==> config.mk <==
export PLATFORM = sky130hd
export DESIGN_NAME = rsa_modexp_engine
export DESIGN_NICKNAME = d
export VERILOG_FILES = /design/src/rtl/rsa_modexp_engine.sv
export SDC_FILE = /design/constraint.sdc
export NUM_CORES = 1
export LEC_CHECK = 0
export CORE_ASPECT_RATIO = 1.4
export CORE_MARGIN = 4
export CORE_UTILIZATION = 40
export CTS_CLUSTER_SIZE = 28
export DETAILED_ROUTE_END_ITERATION = 8
export HOLD_SLACK_MARGIN = 0.12
export PLACE_DENSITY = 0.56
export SETUP_SLACK_MARGIN = 0.02
export SKIP_LAST_GASP = 1
export SLEW_MARGIN = 20
export SYNTH_ARGS = -nofsm -noshare
export SYNTH_HDL_FRONTEND = slang
export SYNTH_SLANG_ARGS = --single-unit
==> constraint.sdc <==
create_clock -name clk -period 10.1 [get_ports clk]
set_clock_uncertainty 0.05 [all_clocks]
set_input_delay 2.02 -clock clk [delete_from_list [all_inputs] [get_ports clk]]
set_output_delay 2.02 -clock clk [all_outputs]
set_load 0.02 [all_outputs]
==> src/rtl/rsa_modexp_engine.sv <==
// Constant-time modular exponentiation engine. It uses left-to-right square-and-multiply
// built on an interleaved shift-add modular multiplier that takes WIDTH+1 cycles.
module rsa_modexp_engine #(
  parameter int WIDTH     = 32,
  parameter int EXP_WIDTH = 32
) (
  input  logic                 clk,
  input  logic                 reset,
  input  logic                 in_valid,
  output logic                 in_ready,
  input  logic [WIDTH-1:0]     in_data,
  input  logic                 mode,
  input  logic [EXP_WIDTH-1:0] exp_e,
  input  logic [EXP_WIDTH-1:0] exp_d,
  input  logic [WIDTH-1:0]     modulus,
  output logic                 out_valid,
  input  logic                 out_ready,
  output logic [WIDTH-1:0]     out_data,
  output logic                 out_err,
  output logic                 busy
);

  localparam int CW = $clog2(WIDTH + 1);
  localparam int BW = (EXP_WIDTH > 1) ? $clog2(EXP_WIDTH) : 1;

  typedef enum logic [2:0] {IDLE, LOAD, SQR, MUL, DONE} state_t;

  state_t state, state_nxt;

  logic [WIDTH-1:0]     m_q, n_q, r_q, b_q;
  logic [EXP_WIDTH-1:0] exp_q;
  logic [WIDTH+1:0]     acc_q;
  logic [CW-1:0]        cnt_q;
  logic [BW-1:0]        bit_q;
  logic                 err_q;

  logic                 bad, last;
  logic [WIDTH-1:0]     mult;
  logic [WIDTH+1:0]     a_ext, n_ext, dbl, dbl_red, sum, sum_red;

  assign bad  = (n_q < WIDTH'(2)) || (m_q >= n_q);
  assign last = (cnt_q == CW'(WIDTH));
  assign mult = (state == SQR) ? r_q : m_q;

  // One multiplier iteration: acc stays below n after each conditional subtraction.
  always_comb begin
    a_ext   = {2'b00, r_q};
    n_ext   = {2'b00, n_q};
    dbl     = {acc_q[WIDTH:0], 1'b0};
    dbl_red = (dbl >= n_ext) ? dbl - n_ext : dbl;
    sum     = dbl_red + (b_q[WIDTH-1] ? a_ext : '0);
    sum_red = (sum >= n_ext) ? sum - n_ext : sum;
  end

  always_ff @(posedge clk or posedge reset) begin
    if (reset) state <= IDLE;
    else       state <= state_nxt;
  end

  // Error path lingers one extra LOAD cycle so it reports two edges after accept.
  always_comb begin
    state_nxt = state;
    case (state)
      IDLE: if (in_valid) state_nxt = LOAD;
      LOAD: begin
        if (!bad)      state_nxt = SQR;
        else if (err_q) state_nxt = DONE;
      end
      SQR:  if (last) state_nxt = MUL;
      MUL:  if (last) state_nxt = (bit_q == '0) ? DONE : SQR;
      DONE: if (out_ready) state_nxt = IDLE;
      default: state_nxt = IDLE;
    endcase
  end

  always_ff @(posedge clk or posedge reset) begin
    if (reset) begin
      m_q   <= '0;
      n_q   <= '0;
      r_q   <= '0;
      b_q   <= '0;
      exp_q <= '0;
      acc_q <= '0;
      cnt_q <= '0;
      bit_q <= '0;
      err_q <= 1'b0;
    end else begin
      case (state)
        IDLE: if (in_valid) begin
          m_q   <= in_data;
          n_q   <= modulus;
          exp_q <= mode ? exp_d : exp_e;
          r_q   <= '0;
          err_q <= 1'b0;
        end
        LOAD: begin
          if (bad) err_q <= 1'b1;
          else begin
            r_q   <= WIDTH'(1);
            bit_q <= BW'(EXP_WIDTH - 1);
            cnt_q <= '0;
          end
        end
        SQR, MUL: begin
          if (cnt_q == '0) begin
            acc_q <= '0;
            b_q   <= mult;
          end else begin
            acc_q <= sum_red;
            b_q   <= b_q << 1;
          end
          cnt_q <= last ? '0 : cnt_q + CW'(1);
          if (last && state == SQR) r_q <= sum_red[WIDTH-1:0];
          // The product is always formed; only the exponent bit decides whether it is kept.
          if (last && state == MUL) begin
            if (exp_q[EXP_WIDTH-1]) r_q <= sum_red[WIDTH-1:0];
            exp_q <= exp_q << 1;
            if (bit_q != '0) bit_q <= bit_q - BW'(1);
          end
        end
        default: ;
      endcase
    end
  end

  assign in_ready  = (state == IDLE);
  assign busy      = (state != IDLE);
  assign out_valid = (state == DONE);
  assign out_err   = out_valid & err_q;
  assign out_data  = (out_valid && !err_q) ? r_q : '0;

endmodule

Word level (Yosys, flattened, before mapping)
Cells that the tools add are included.
{"block": "word_totals", "in_bits": 133, "ff_bits": 208, "elab_cells": 91, "output_inout_bits": 36}
{"block": "op_classes", "reduce_logical": 22, "bitwise": 1, "eq_ne": 14, "muxes": 35, "magnitude_cmp": 4, "addsub": 5}
{"cell": "32-bit two-way mux", "n": 12}
{"cell": "32-bit case mux with 3 select lines", "n": 1}
{"cell": "34-bit by 32-bit >= comparator with 1-bit output", "n": 2}
{"cell": "33-bit two-way mux", "n": 2}
{"cell": "32-bit case mux with 2 select lines", "n": 1}
{"cell": "34-bit by 32-bit adder with 34-bit output", "n": 1}
{"cell": "34-bit two-way mux", "n": 1}
{"cell": "34-bit by 32-bit subtractor with 34-bit output", "n": 1}
{"cell": "33-bit by 32-bit subtractor with 33-bit output", "n": 1}
{"cell": "32-bit >= comparator", "n": 1}
{"cell": "32-bit by 2-bit less-than comparator with 1-bit output, second input constant", "n": 1}
{"cell": "3-bit two-way mux", "n": 7}
{"cell": "5-bit two-way mux", "n": 3}
{"cell": "3-bit case mux with 5 select lines", "n": 1}
{"cell": "2-bit inequality test, second input constant", "n": 7}
{"cell": "6-bit two-way mux", "n": 2}
{"cell": "6-bit case mux with 2 select lines", "n": 1}
{"cell": "5-bit case mux with 2 select lines", "n": 1}
{"cell": "3-bit AND reduction", "n": 3}
{"cell": "6-bit by 1-bit adder with 6-bit output, second input constant", "n": 1}
{"cell": "3-bit by 2-bit == test with 1-bit output, second input constant", "n": 2}
{"cell": "6-bit == test, second input constant", "n": 1}
{"cell": "6-bit zero test", "n": 1}
{"cell": "2-bit nonzero test", "n": 3}
{"cell": "other kinds (19)", "n": 24}

Longest topological paths before layout
Gate-level depths: netlist of the first run.
{"block": "depth", "word_depth": 9, "ltp_mapped": 36, "depth_no_buf": 32}

Least setup slack after synthesis of the first run
Ideal clock, no wire load.
{"block": "synth_path", "path_kind": "register to register", "from": "register n_q[29]", "to": "register acc_q[2]", "required_time_ns": 9.920, "n_path_buf": 4, "setup_slack_ns": 2.530, "arrival_ns": 7.390, "stages_incl_launch_ff": 34, "setup_time_ns": 0.130, "synth_period_minus_slack_ns": 7.570, "cell_sequence": "dfrtp_1 inv_1 ha_1 a211oi_1 o21ai_0 a2111o_1 a221o_1 a41oi_1 clkbuf_1 clkbuf_1 nand2_1 o31ai_1 ha_1 a21oi_1 o22ai_1 o31a_1 o21ba_2 a31o_2 a21o_1 a21oi_1 xnor2_1 ha_1 nand3_1 or2_2 o221ai_1 o31a_1 o32ai_2 o21ai_0 o21bai_1 a211oi_4 buf_6 buf_6 mux2i_1 o21ai_1"}
{"block": "synth_via", "elab_chain_len": 6, "elab_cells_between_ends": 8, "classes_between": "add/sub (3); order compare (2); mux (3)"}
{"element": "start, declared", "line_no": "30", "rtl": "logic [WIDTH-1:0] m_q, n_q, r_q, b_q;"}
{"element": "start signal, assigned", "line_no": "91", "rtl": "n_q <= modulus;"}
{"element": "34-bit by 32-bit subtractor with 34-bit output or 34-bit by 32-bit >= comparator with 1-bit output (tied branches)", "line_no": "50", "rtl": "dbl_red = (dbl >= n_ext) ? dbl - n_ext : dbl;"}
{"element": "34-bit two-way mux", "line_no": "50"}
{"element": "34-bit by 32-bit adder with 34-bit output", "line_no": "51", "rtl": "sum = dbl_red + (b_q[WIDTH-1] ? a_ext : '0);"}
{"element": "34-bit by 32-bit >= comparator with 1-bit output or 33-bit by 32-bit subtractor with 33-bit output (tied branches)", "line_no": "52", "rtl": "sum_red = (sum >= n_ext) ? sum - n_ext : sum;"}
{"element": "33-bit two-way mux (*)", "line_no": "52"}
{"element": "33-bit two-way mux (*)", "line_no": "105", "rtl": "if (cnt_q == '0) begin"}
{"element": "end signal, assigned", "line_no": "109", "rtl": "acc_q <= sum_red;"}
{"element": "end, declared", "line_no": "32", "rtl": "logic [WIDTH+1:0] acc_q;"}
Mark *: on every way between the ends. The rest lies on a longest branch, timed or not.
A chain may end at the register's enable or synchronous reset.

Worst setup path after layout of the first run
{"block": "layout_path", "from": "register n_q[1]", "to": "register acc_q[18]"}
{"block": "layout_via", "elab_chain_len": 6, "elab_cells_between_ends": 8, "classes_between": "add/sub (3); order compare (2); mux (3)"}
{"element": "34-bit by 32-bit subtractor with 34-bit output or 34-bit by 32-bit >= comparator with 1-bit output (tied branches)", "line_no": "50"}
{"element": "34-bit two-way mux", "line_no": "50"}
{"element": "34-bit by 32-bit adder with 34-bit output", "line_no": "51"}
{"element": "33-bit by 32-bit subtractor with 33-bit output or 34-bit by 32-bit >= comparator with 1-bit output (tied branches)", "line_no": "52"}
{"element": "33-bit two-way mux (*)", "line_no": "52"}
{"element": "33-bit two-way mux (*)", "line_no": "105"}
Marks and branches as above.

==> results of run 1 <==
[logic make-up after synthesis]
group	count (synthesis)	share of synthesized area (%)
compound gates	644	23.9
xor+xnor	81	4.45
fa+ha+maj	134	10.7
buf+inv	169	4.13
flops	208	32.6
mux	102	6.73
simple gates	594	17.5
[area by class of cell]
cell class              count  area [µm²]  area share (%)
diodes                      1        2.50          0.0132
clock buffers              29         638            3.37
clock inverters            13         184           0.970
inverters                  74         285            1.50
multi-input cells        1555       10200            53.6
flip-flops and latches    208        5200            27.5
well taps                 528         661            3.48
repair buffers            185        1820            9.62
[sequential cells by signal, indices dropped and copies added, names as in the netlist]
| register | cells |
|---|---|
| bit_q | 5 |
| m_q | 32 |
| err_q | 1 |
| cnt_q | 6 |
| r_q | 32 |
| b_q | 32 |
| n_q | 32 |
| acc_q | 33 |
| exp_q | 32 |
| state | 3 |
[Yosys cell counts (12+ instances only)]
library cell and number:
xnor2_1 58, clkbuf_1 86, a211oi_1 12, nor3_1 24
o21a_1 19, a21o_1 40, o21bai_1 12, and2_1 70
xor2_1 23, nand2b_1 14, nand4_1 22, nor2_1 94
nor2b_1 15, mux2_2 42, ha_1 131, o211ai_1 15
nand3_1 30, a21oi_1 188, o31ai_1 13, nand2_1 272
mux2i_1 60, inv_1 74, o21ai_0 245, o21ai_1 18
dfrtp_1 208
[worst max-delay path, delay by kind of cell, from the launching register on]
kind | cells | cell delay, ns
mux | 2 | 0.81
flops | 1 | 0.40
fa+ha+maj | 3 | 1.14
compound gates | 20 | 5.49
xor+xnor | 1 | 0.20
buf+inv | 2 | 0.54
[per-layer routing]
layer / vias to the layer above / GRT usage, % / wire length (µm)
li1: 7151 / - / -
met1: 6955 / 30.4 / 22100
met2: 347 / 42.2 / 25800
met3: 64 / 2.85 / 2790
met4: 0 / 6.17 / 1280
met5: - / 0 / 0
[how the worst min path moves through the flow]
stage / to / slack, ns / cells after the start
after global placement: exp_q[4] / 0.41 / 2
after floorplan: exp_q[31] / 0.39 / 2
after CTS: exp_q[26] / 0.43 / 2
final: exp_q[26] / 0.43 / 2
after global routing: b_q[13] / 0.46 / 2
after detailed placement: b_q[28] / 0.42 / 2
[metrics by stage]
stage / area [µm²] / utilization [%] / hold slack, ns / setup slack (ns) / std cells
floorplan: 16000 / - / 0.395 / 2.35 / 1932
global placement: 18100 / 46.0 / 0.412 / 1.53 / 2549
detailed placement: 18100 / 46.0 / 0.421 / 1.41 / 2549
CTS: 18900 / 48.1 / 0.434 / 1.36 / 2591
global route: 19000 / 48.1 / 0.458 / 0.833 / 2592
finish: 19000 / 48.1 / 0.427 / 1.36 / 2593
==> results.py, run 1 <==
metrics = {
    "layout": {
        "final_common_cell": "nand2_1",
        "final_cell_mix": "272 x nand2_1, 244 x o21ai_0, 208 x dfrtp_1",
        "n_fill_cell": 3921,
        "nNetsFinal": 2314,
        "syn2layout_area_growth_pct": 18.8,
        "layout-drive-gt1-share_pct": 6.49,
    },
    "timing": {
        "hold_viol_final": 0,
        "tns_ns": 0,
        "finalWorstPathRequiredPeriod_ns": 8.74,
        "setup_viol": 0,
        "worstMarginPinSlew_ns": 0.959,
        "rsz0062_at_grt": "false",
        "fin_crit_sh_pct": 86.5,
        "fmax_mhz": 114,
        "slew_headroom_pct": 36.1,
        "slew_violations": 0,
    },
    "detailed_routing": {
        "postRouteAntennaNets": 0,
        "vias": 14500,
        "drt-initial-drc-count": 1030,
        "drt_wl_total_mm": 52.0,
        "drc": 0,
        "dr.pass1.iters": 5,
        "vias_per_cell": 5.60,
        "wl_per_cell_um": 20.0,
    },
    "worst_setup_path": {
        "r2r-start": "n_q[1]",
        "crit_path_top_delay_cell": "fa_1",
        "cp.required_ns": 10.47,
        "cpPeakStageDelay_ns": 0.51,
        "crit-reg2reg-capture": "acc_q[18]",
        "crit_type": "reg2reg",
        "worstPathArrival_ns": 9.10,
        "path_max_fanout": 21,
        "start_kind": "flop",
        "cp-end-kind": "flop",
        "endpoint": "acc_q[18]",
        "crit_start": "n_q[1]",
        "worst-r2r-cell-count": 28,
        "regToRegSetupSlack_ns": 1.36,
        "critical_path.most_common_cell": "a21oi_1",
    },
    "synthesis": {
        "synthFlopType": "dfrtp_1",
        "synth_top_area_cell": "dfrtp_1",
        "netlist_instances": 1932,
        "yosysSeqAreaShare_pct": 32.6,
        "synth.distinct_cells": 77,
        "async_flop_share_pct": 100,
        "syn-num-nets": 2199,
        "synth_top_area_share_pct": 32.6,
        "avgSynthCellArea_um2": 8.26,
        "synth-seq-cells": 208,
        "ys_top_cells_by_area": "dfrtp_1 33%, ha_1 10%, o21ai_0 7.7%, nand2_1 6.4%, a21oi_1 5.9%",
        "syn-cell-area_um2": 16000,
        "yosys_warnings": 0,
        "synth_edf_count": 0,
    },
    "die": {
        "die_h_um": 244,
        "dieWidth_um": 177,
        "ios": 169,
        "core-area_um2": 39400,
        "rows": 86,
        "initial_core_util_pct": 40.5,
        "die_area_um2": 43200,
    },
    "clock_tree": {
        "postCtsHoldBufs": 0,
        "cts_tree": "done",
        "cts-htree-levels": 1,
        "cts_sinks": 208,
        "cts_setup_buffers": 0,
        "path_clk_slew_ns": 0.06,
        "clock_latency_ns": 0.53,
        "cts-root-buf": "clkbuf_16",
        "cts_buffers": 23,
        "cts_resized": 0,
        "clk_path_buf_depth": 3,
    },
    "placement": {
        "gp_congestion": 0.913,
        "place_hpwl_mm": 40.8,
        "portBuffers": 168,
    },
    "worst_hold_path": {
        "min_from": "exp_q[26]",
        "hp-class": "reg2reg",
    },
    "global_route": {
        "antenna_found_initial": 0,
        "overflow": 0,
        "grt_max_degree": 88,
        "grt_pass1_vias": 14700,
        "grt_use_total_pct": 23.7,
        "grt_pass1_wl_mm": 81.6,
    },
    "status": {
        "outcome": "finished, final reports clean",
    },
    "run": {
        "drv_cap": 0,
    },
}
Power of run 1 is not shown: default switching activity piles up to over one toggle a cycle in this logic, so the estimate is an artifact.
==> run 2, diff against run 1 <==
Settings changed: PLACE_DENSITY 0.56 to unset, PLACE_DENSITY_LB_ADDON set to 0.2, SLEW_MARGIN 20 to unset.
==> run 2 against run 1 <==
Sequential share of layout area up 0.13 points. Worst setup slack worse by 0.12 ns. Sequential cell count unchanged. Die area unchanged. Critical path depth up 1. Maximum frequency down 1.4%. Count of clock-buffer cells in the layout up 3. Worst hold slack better by 0.0030 ns. Cell count down 0.23%. Critical path type unchanged. Highest routed layer is now met5.
==> results.py, run 2 (synthesis results as in run 1) <==
metrics = {
    "status": {
        "outcome": "finished, final reports clean",
    },
    "layout": {
        "n_fill_cell": 3881,
        "multi_input_area_um2": 10200,
        "fin_cells": 2587,
        "final_common_cell": "nand2_1",
        "nNetsFinal": 2310,
        "largest_reg_flops": 33,
        "syn2layout_area_growth_pct": 18.3,
        "largest_register": "acc_q",
        "diodes": 0,
        "final_cell_mix": "272 x nand2_1, 244 x o21ai_0, 208 x dfrtp_1",
        "layout-drive-gt1-share_pct": 6.17,
        "seq_area_um2": 5200,
    },
    "global_route": {
        "antenna_found_initial": 1,
        "grt_max_degree": 136,
        "grt_pass1_wl_mm": 81.8,
        "overflow": 0,
        "use_met2_pct": 41.3,
        "grt_busiest_layer": "met2",
        "grt_pass1_vias": 14900,
        "grt_use_total_pct": 23.8,
        "met3_usage_pct": 3.53,
        "grtUsageMet1_pct": 29.7,
    },
    "timing": {
        "rsz0062_at_grt": "false",
        "hold_viol_final": 0,
        "fin_crit_sh_pct": 87.7,
        "slew_headroom_pct": 22.6,
        "worstMarginPinSlew_ns": 1.16,
        "slew_violations": 0,
        "fmax_mhz": 113,
        "finalWorstPathRequiredPeriod_ns": 8.86,
        "tns_ns": 0,
        "setup_viol": 0,
    },
    "clock_tree": {
        "cts-htree-levels": 1,
        "cts_tree": "done",
        "cts_buffers": 22,
        "path_clk_slew_ns": 0.07,
        "cts-root-buf": "clkbuf_16",
        "cts_setup_buffers": 0,
        "clk_path_buf_depth": 3,
        "cts_sinks": 208,
        "cts_resized": 0,
        "postCtsHoldBufs": 0,
        "clock_latency_ns": 0.53,
    },
    "die": {
        "die_h_um": 244,
        "rows": 86,
        "core-area_um2": 39400,
        "dieWidth_um": 177,
        "initial_core_util_pct": 40.5,
        "ios": 169,
        "die_area_um2": 43200,
    },
    "detailed_routing": {
        "drt_wl_total_mm": 51.9,
        "wl_per_cell_um": 20.1,
        "drt-initial-drc-count": 939,
        "postRouteAntennaNets": 0,
        "vias": 14800,
        "drc": 0,
        "dr.pass1.iters": 5,
        "vias_per_cell": 5.71,
    },
    "worst_setup_path": {
        "worstPathArrival_ns": 9.23,
        "cpPeakStageDelay_ns": 0.62,
        "critical_path.most_common_cell": "a21oi_1",
        "cp.required_ns": 10.47,
        "start_kind": "flop",
        "path_max_fanout": 23,
        "crit_path_top_delay_cell": "or4_1",
        "crit_type": "reg2reg",
        "worst-r2r-cell-count": 29,
        "cp-end-kind": "flop",
    },
    "worst_hold_path": {
        "holdPathStages": 2,
        "hp-class": "reg2reg",
    },
    "placement": {
        "dp_cells": 2547,
        "gp_congestion": 0.978,
        "place_hpwl_mm": 40.4,
        "portBuffers": 168,
    },
    "run": {
        "drv_cap": 0,
    },
}
-- run 2: cell types whose count changed in the layout (fill, tap and decap cells not counted), sizes merged --
cell / change
buf: -3
clkbuf: +3
clkinvlp: -2
bufinv: -1
clkinv: -1
diode: -1
inv: -1
-- run 2: worst paths after layout --
kind                        start   endpoint  slack [ns]
hold / removal             b_q[0]     b_q[0]        0.43
setup / recovery           n_q[1]  acc_q[18]        1.24
setup reg to reg           n_q[1]  acc_q[18]        1.24
hold reg to reg            b_q[0]     b_q[0]        0.43
min in group asynchronous   reset  exp_q[27]        2.05
max in group asynchronous   reset  acc_q[26]        6.33
-- run 2: final cells by class --
type / count / area share (%)
clock buffer: 32 / 3.49
clock inverter: 8 / 0.643
inverter: 74 / 1.51
timing repair buffer: 182 / 9.44
multi-input combinational: 1555 / 53.8
sequential: 208 / 27.6
tap: 528 / 3.50
-- run 2: worst max-delay path: cells and delay by family (launching register included) --
family / cells / cell delay, ns
compound gates: 19 / 5.10
fa+ha+maj: 3 / 1.14
mux: 2 / 0.75
simple gates: 2 / 0.74
buf+inv: 2 / 0.42
flops: 1 / 0.40
xor+xnor: 1 / 0.13
-- run 2: through the flow --
stage	cell area (µm²)	util [%]	setup WS [ns]	hold slack, ns
after floorplan	16000	-	2.35	0.395
after global placement	18100	45.9	1.60	0.412
after detailed placement	18100	45.9	1.40	0.419
after CTS	18900	47.9	1.37	0.435
after global routing	18900	47.9	0.810	0.457
final	18900	47.9	1.24	0.430
-- run 2: layer usage --
layer	vias up	part of all wire [%]
met5	-	0.025
met4	2	4.1
met3	107	5.5
met2	416	48
met1	7094	42
li1	7141	-
Power of run 2 is left out for the same reason.
==> run 3, diff against run 2 <==
Settings changed: PLACE_DENSITY set to 0.66, PLACE_DENSITY_LB_ADDON 0.2 to unset, SLEW_MARGIN set to 30.
==> run 3 against run 2 <==
Sequential cell count stayed put. Count of clock-buffer cells in the layout is 5 lower. First-iteration DRC count is 9.2% higher. Critical path depth is 1 higher. Non-clock buffer count is 2 higher. Critical path type unchanged. Largest cell class unchanged.
==> results.py, run 3 (synthesis results as in run 1) <==
metrics = {
    "status": {
        "outcome": "finished, final reports clean",
    },
    "die": {
        "core-area_um2": 39400,
        "die_area_um2": 43200,
        "ios": 169,
        "rows": 86,
        "die_h_um": 244,
        "initial_core_util_pct": 40.5,
        "dieWidth_um": 177,
    },
    "timing": {
        "slew_headroom_pct": 42.3,
        "hold_viol_final": 0,
        "fin_crit_sh_pct": 85.4,
        "fmax_mhz": 116,
        "finalWorstPathRequiredPeriod_ns": 8.63,
        "rsz0062_at_grt": "false",
        "setup_viol": 0,
        "worstMarginPinSlew_ns": 0.865,
        "slew_violations": 0,
        "tns_ns": 0,
    },
    "worst_setup_path": {
        "cpPeakStageDelay_ns": 0.55,
        "path_max_fanout": 33,
        "worstPathArrival_ns": 8.98,
        "crit_type": "reg2reg",
        "start_kind": "flop",
        "cp.required_ns": 10.45,
        "cp-end-kind": "flop",
        "crit_path_top_delay_cell": "buf_4",
    },
    "placement": {
        "place_hpwl_mm": 40.3,
        "portBuffers": 168,
        "gp_congestion": 0.976,
    },
    "clock_tree": {
        "clk_path_buf_depth": 3,
        "cts-root-buf": "clkbuf_16",
        "clock_latency_ns": 0.54,
        "cts-htree-levels": 1,
        "cts_buffers": 23,
        "cts_setup_buffers": 0,
        "cts_tree": "done",
        "postCtsHoldBufs": 0,
        "cts_sinks": 208,
        "path_clk_slew_ns": 0.06,
        "cts_resized": 0,
    },
    "layout": {
        "diodes": 0,
        "largest_reg_flops": 33,
        "n_fill_cell": 3843,
        "final_common_cell": "nand2_1",
        "nNetsFinal": 2313,
        "layout-drive-gt1-share_pct": 6.50,
        "largest_register": "acc_q",
        "syn2layout_area_growth_pct": 19.0,
        "final_cell_mix": "272 x nand2_1, 242 x o21ai_0, 208 x dfrtp_1",
    },
    "global_route": {
        "met3_usage_pct": 3.17,
        "overflow": 0,
        "use_met2_pct": 42.4,
        "grt_pass1_vias": 15100,
        "antenna_found_initial": 2,
        "grtUsageMet1_pct": 28.6,
        "grt_use_total_pct": 23.6,
        "grt_max_degree": 143,
        "grt_pass1_wl_mm": 82.3,
        "grt_busiest_layer": "met2",
    },
    "detailed_routing": {
        "vias_per_cell": 5.78,
        "drt-initial-drc-count": 1025,
        "postRouteAntennaNets": 0,
        "drc": 0,
        "wl_per_cell_um": 20.2,
        "dr.pass1.iters": 5,
        "drt_wl_total_mm": 52.3,
        "vias": 15000,
    },
    "run": {
        "drv_cap": 0,
    },
    "worst_hold_path": {
        "hp-class": "reg2reg",
    },
}
-- run 3: final cells by class --
type,count,area (µm²),area share [%]
multi-input combinational,1555,10200,53.6
sequential,208,5200,27.4
timing repair buffer,184,1840,9.72
tap,528,661,3.48
clock buffer,27,621,3.27
inverter,74,290,1.53
clock inverter,14,193,1.02
-- run 3: critical path, delay by kind of cell, from the launching register on --
kind | cells | cell delay, ns
buffers and inverters | 3 | 1.02
XOR/XNOR | 1 | 0.18
multiplexers | 1 | 0.42
flip-flops | 1 | 0.39
AO/OA/AOI/OAI | 21 | 5.33
adder cells (fa/ha/maj) | 3 | 1.02
AND/OR/NAND/NOR | 1 | 0.08
-- run 3: stage by stage --
step / hold WS, ns / cell area (µm²) / instances / setup WS [ns] / utilization [%]
floorplan: 0.395 / 16000 / 1932 / 2.35 / -
global placement: 0.412 / 18100 / 2547 / 1.70 / 45.9
detailed placement: 0.421 / 18200 / 2549 / 1.59 / 46.1
CTS: 0.434 / 19000 / 2590 / 1.56 / 48.2
global route: 0.460 / 19000 / 2590 / 1.04 / 48.2
finish: 0.429 / 19000 / 2590 / 1.47 / 48.2
-- run 3: worst paths after layout --
path,start,to,slack [ns],depth (start not counted)
hold reg to reg,b_q[19],b_q[19],0.43,2
hold / removal,b_q[19],b_q[19],0.43,2
setup / recovery,n_q[29],acc_q[24],1.47,30
max in group asynchronous,reset,n_q[17],6.76,3
setup reg to reg,n_q[29],acc_q[24],1.47,30
min in group asynchronous,reset,exp_q[25],2.02,2
-- run 3: per-layer routing --
| layer | wire, µm | up-vias |
|---|---|---|
| li1 | - | 7137 |
| met1 | 20800 | 7193 |
| met2 | 26100 | 527 |
| met3 | 3040 | 123 |
| met4 | 2280 | 2 |
| met5 | 13 | - |
Power of run 3 is left out for the same reason.
